[src/rtl/div_seq_pkg.sv]
// Shared types for the sequential restoring divider.
// FSM state encodings and the iteration-counter width helper.
package div_seq_pkg;

  typedef enum logic [1:0] {
    ST_IDLE = 2'd0,
    ST_RUN  = 2'd1,
    ST_DONE = 2'd2
  } state_t;

  function automatic int cnt_w(input int w);
    return $clog2(w + 1);
  endfunction

endpackage

[src/rtl/div_step.sv]
// One combinational restoring-division step:
// shift in the next dividend bit, trial-subtract, restore on borrow.
module div_step #(
  parameter int WIDTH = 4
) (
  input  logic [WIDTH-1:0] rem_in,
  input  logic             dmsb,
  input  logic [WIDTH-1:0] divisor,
  output logic [WIDTH-1:0] rem_out,
  output logic             qbit
);

  logic [WIDTH-1:0] sh;
  logic [WIDTH:0]   trial;
  logic             unused_msb;

  // rem_in < 2^(WIDTH-1) whenever a shift happens, so its msb carries nothing
  assign unused_msb = rem_in[WIDTH-1];
  assign sh         = {rem_in[WIDTH-2:0], dmsb};
  assign trial      = {1'b0, sh} - {1'b0, divisor};
  assign qbit       = ~trial[WIDTH];
  assign rem_out    = qbit ? trial[WIDTH-1:0] : sh;

endmodule

[src/rtl/div_seq.sv]
// Sequential unsigned restoring divider, one quotient bit per cycle.
// Optional DIV_DZ_FLAG_EN adds a registered divide-by-zero flag (dz).
module div_seq
  import div_seq_pkg::*;
#(
  parameter int WIDTH = 4
) (
  input  logic             clk,
  input  logic             rst,
  input  logic             start,
  input  logic [WIDTH-1:0] a,
  input  logic [WIDTH-1:0] b,
  output logic             busy,
  output logic             done,
  output logic [WIDTH-1:0] q,
  output logic [WIDTH-1:0] r
`ifdef DIV_DZ_FLAG_EN
  ,
  output logic             dz
`endif
);

  localparam int CW = cnt_w(WIDTH);

  state_t           state_q, state_d;
  logic [CW-1:0]    cnt_q;
  logic [WIDTH-1:0] dvd_q;
  logic [WIDTH-1:0] dvs_q;
  logic [WIDTH-1:0] rem_q;
  logic [WIDTH-1:0] rem_nx;
  logic             qbit;
  logic             last;
  logic             accept;

  assign busy   = (state_q == ST_RUN);
  assign done   = (state_q == ST_DONE);
  assign last   = (cnt_q == CW'(WIDTH - 1));
  assign accept = start & ~busy;

  div_step #(.WIDTH(WIDTH)) u_step (
    .rem_in (rem_q),
    .dmsb   (dvd_q[WIDTH-1]),
    .divisor(dvs_q),
    .rem_out(rem_nx),
    .qbit   (qbit)
  );

  always_comb begin
    state_d = state_q;
    unique case (state_q)
      ST_IDLE: if (start) state_d = ST_RUN;
      ST_RUN:  if (last) state_d = ST_DONE;
      ST_DONE: state_d = start ? ST_RUN : ST_IDLE;
      default: state_d = ST_IDLE;
    endcase
  end

  // the dividend register doubles as the quotient shift register
  always_ff @(posedge clk) begin
    if (rst) begin
      state_q <= ST_IDLE;
      cnt_q   <= '0;
      dvd_q   <= '0;
      dvs_q   <= '0;
      rem_q   <= '0;
      q       <= '0;
      r       <= '0;
`ifdef DIV_DZ_FLAG_EN
      dz      <= 1'b0;
`endif
    end else begin
      state_q <= state_d;
      if (accept) begin
        dvd_q <= a;
        dvs_q <= b;
        rem_q <= '0;
        cnt_q <= '0;
      end else if (busy) begin
        dvd_q <= {dvd_q[WIDTH-2:0], qbit};
        rem_q <= rem_nx;
        cnt_q <= cnt_q + CW'(1);
        if (last) begin
          q  <= {dvd_q[WIDTH-2:0], qbit};
          r  <= rem_nx;
`ifdef DIV_DZ_FLAG_EN
          dz <= (dvs_q == '0);
`endif
        end
      end
    end
  end

endmodule

[config.mk]
export PLATFORM = sky130hd
export DESIGN_NAME = div_seq
export DESIGN_NICKNAME = d
export VERILOG_FILES = /design/src/rtl/div_seq_pkg.sv /design/src/rtl/div_step.sv /design/src/rtl/div_seq.sv
export SDC_FILE = /design/constraint.sdc
export NUM_CORES = 1
export LEC_CHECK = 0
export BUFFER_PORTS_ARGS = -buffer_cell sky130_fd_sc_hd__buf_2
export CORE_MARGIN = 1
export CORE_UTILIZATION = 57
export CTS_BUF_LIST = sky130_fd_sc_hd__clkbuf_4
export CTS_CLUSTER_SIZE = 14
export DETAILED_ROUTE_END_ITERATION = 16
export GPL_ROUTABILITY_DRIVEN = 1
export HOLD_SLACK_MARGIN = 0.03
export PLACE_DENSITY_LB_ADDON = 0.05
export SLEW_MARGIN = 20
export SYNTH_ARGS = -nofsm -noshare
export SYNTH_HDL_FRONTEND = slang
export SYNTH_HIERARCHICAL = 1
export SYNTH_SLANG_ARGS = --single-unit
[constraint.sdc]
create_clock -name clk -period 2.5 [get_ports clk]
set_clock_uncertainty 0.1 [all_clocks]
set_input_delay 0.125 -clock clk [delete_from_list [all_inputs] [get_ports clk]]
set_output_delay 0.125 -clock clk [all_outputs]
set_load 0.01 [all_outputs]
==> impl_metrics.csv <==
group,metric,value,unit
route,viasPerCell,5.38,
route,wl_per_cell,11.9,µm
worst_setup_path,cp.arrival,2.29,ns
route,antenna_left,0,
sta,finalCritPeriodShare,0.878,
final_layout,layout.nets,186,
sta,setup_viol,0,
worst_setup_path,cp_common_cell,"inv_1",
global_route,grt_first_pass_wirelength,3740,µm
clocking,cts_resized,0,
sta,fmax,0.456,GHz
route,first_pass_iters,4,
final_layout,final_area,1400,µm²
sta,hold_viol,0,
worst_setup_path,critical_path_class,"reg2reg",
route,vias,1043,
worst_hold_path,min_path_type,"in2reg",
final_layout,area_growth,15.4,%
placed_design,place_hpwl,1650,µm
worst_setup_path,critPathSlowestCell,"fa_1",
power_and_ir_drop,pwr_density_cell,530,nW/µm²
final_layout,insertedDiodeCount,0,
placed_design,io_buffers,20,
power_and_ir_drop,switching_share,0.294,
sta,worstMarginPinSlew,0.522,ns
global_route,grt_max_degree,25,
clocking,hold_buffers,8,
power_and_ir_drop,p_seq_frac,0.553,
worst_setup_path,cpPeakStageDelay,0.44,ns
route,drc,0,
clocking,path_clk_slew,0.13,ns
sta,min_period,2.19,ns
yosys,synth_cells,143,
worst_setup_path,crit_path_start_kind,"register",
floorplan,die_w,48.2,µm
floorplan,initial_utilization,0.613,
final_layout,utilization,0.708,
clocking,clk_path_buf_depth,2,
clocking,cts_root_buf,"clkbuf_4",
yosys,yosysWarnings,6,
final_layout,final_cells,194,
route,drt_iter0_markers,28,
sta,slew_headroom,0.652,
sta,rsz0062_at_grt,"no",
clocking,numCtsBuffers,3,
global_route,antenna_found_initial,0,
floorplan,die_h,48.2,µm
power_and_ir_drop,internal_power,524,µW
clocking,post_cts_buffers,0,
yosys,syn_avg_cell_area,8.50,µm²
floorplan,die-area,2320,µm²
placed_design,place_inst,182,
floorplan,coreArea,1980,µm²
outcome,status,"complete, no violations",
placed_design,place.gp.congestion,0.746,
clocking,insertion_delay,0.32,ns
sta,tns,0,ns
worst_setup_path,cp_cell_sequence,"inv_1 > ha_1 > inv_1 > fa_1 > a21o_1 > a21oi_4 > mux2_4 > nand2_1 > a21oi_1",
global_route,grt_pass1_vias,872,
yosys,syn-num-nets,161,
power_and_ir_drop,switching_power,219,µW
run,drv_cap,0,
sta,slew_viol_final,0,
worst_setup_path,crit_required,2.60,ns
route,wl,2310,µm
power_and_ir_drop,power_frac_clock,0.237,
power_and_ir_drop,combPwrFrac,0.210,
floorplan,fp-row-count,16,
final_layout,num-fill-cells,173,
clocking,cts_max_level,1,
floorplan,io_pins,21,
global_route,grt_usage,0.227,
worst_setup_path,path_max_fanout,7,
power_and_ir_drop,leakage,0.565,nW
power_and_ir_drop,peakVddDrop,0.000359,V
clocking,cts_tree,"built",
final_layout,drive_gt1_frac,0.240,
worst_setup_path,crit_path_end_kind,"register",
clocking,cts.sinks,24,
placed_design,dpl_cell_area,1300,µm²
yosys,syn_area,1210,µm²
global_route,grt_overflow,0,
-- worst paths after layout --
check	start	end	slack (ns)	cells past startpoint
min	start	dvd_q[2]$_SDFFE_PP0P_	0.04	3
max	dvd_q[3]$_SDFFE_PP0P_	rem_q[1]$_SDFFE_PP0N_	0.31	9
min reg2reg	r[3]$_SDFFE_PP0P_	r[3]$_SDFFE_PP0P_	0.36	2
max reg2reg	dvd_q[3]$_SDFFE_PP0P_	rem_q[1]$_SDFFE_PP0N_	0.31	9
-- routing by layer --
layer,global-route usage,up-vias,routed length [µm]
met5,0,-,0
met4,0.0500,0,7
met3,0.0333,2,108
met2,0.384,31,1130
met1,0.305,481,1060
li1,-,529,-
-- sequential cells by signal, summed over array words and instances, names as in the netlist --
register and count:
dvs_q 4, dvd_q 4, state_q 2, q 4, r 4, rem_q 3
cnt_q 3
-- layout make-up --
cell class | count | area, µm² | area share
Multi-Input combinational cell | 100 | 632 | 0.450
Sequential cell | 24 | 480 | 0.343
Tap cell | 27 | 33.8 | 0.0241
Clock buffer | 3 | 22.5 | 0.0161
Inverter | 10 | 42.5 | 0.0303
Clock inverter | 1 | 3.75 | 0.00268
Timing Repair Buffer | 29 | 188 | 0.134
-- layout by cell type (no fill, tap or decap), types with 2 or more instances in the layout --
| cell type | instances |
|---|---|
| a21o_1 | 2 |
| nor2_1 | 6 |
| o21ai_0 | 3 |
| buf_2 | 20 |
| nand2b_1 | 3 |
| o21ai_2 | 4 |
| dfxtp_1 | 24 |
| nor2b_1 | 2 |
| nand2_1 | 26 |
| a21oi_2 | 5 |
| a21oi_1 | 18 |
| xnor2_1 | 2 |
| a211oi_2 | 3 |
| inv_1 | 8 |
| dlygate4sd3_1 | 8 |
| clkbuf_4 | 3 |
| nand3_1 | 10 |
| ha_1 | 6 |
-- critical path, delay by kind of cell (launching register included) --
family          cells  cell delay, ns
mux                 1            0.33
simple gates        1            0.06
flops               1            0.35
buf+inv             2            0.12
compound gates      3            0.54
fa+ha+maj           2            0.58
-- power groups by stage --
stage                     clock [mW]  sequential (mW)  combinational [mW]
after floorplan                    0            0.416               0.123
after global placement             0            0.418               0.139
after detailed placement           0            0.419               0.145
after CTS                      0.175            0.411               0.155
after global routing           0.188            0.414               0.174
final                          0.176            0.411               0.156
-- through the flow --
step	setup WS, ns	hold slack [ns]	power (mW)
2_1_floorplan	0.493	0.174	0.539
3_3_place_gp	0.424	0.285	0.558
3_5_place_dp	0.346	0.294	0.564
4_1_cts	0.325	0.0404	0.741
5_1_grt	0.194	0.0562	0.776
6_report	0.306	0.0371	0.743
No activity file was read; power rests on OpenSTA's default activity.
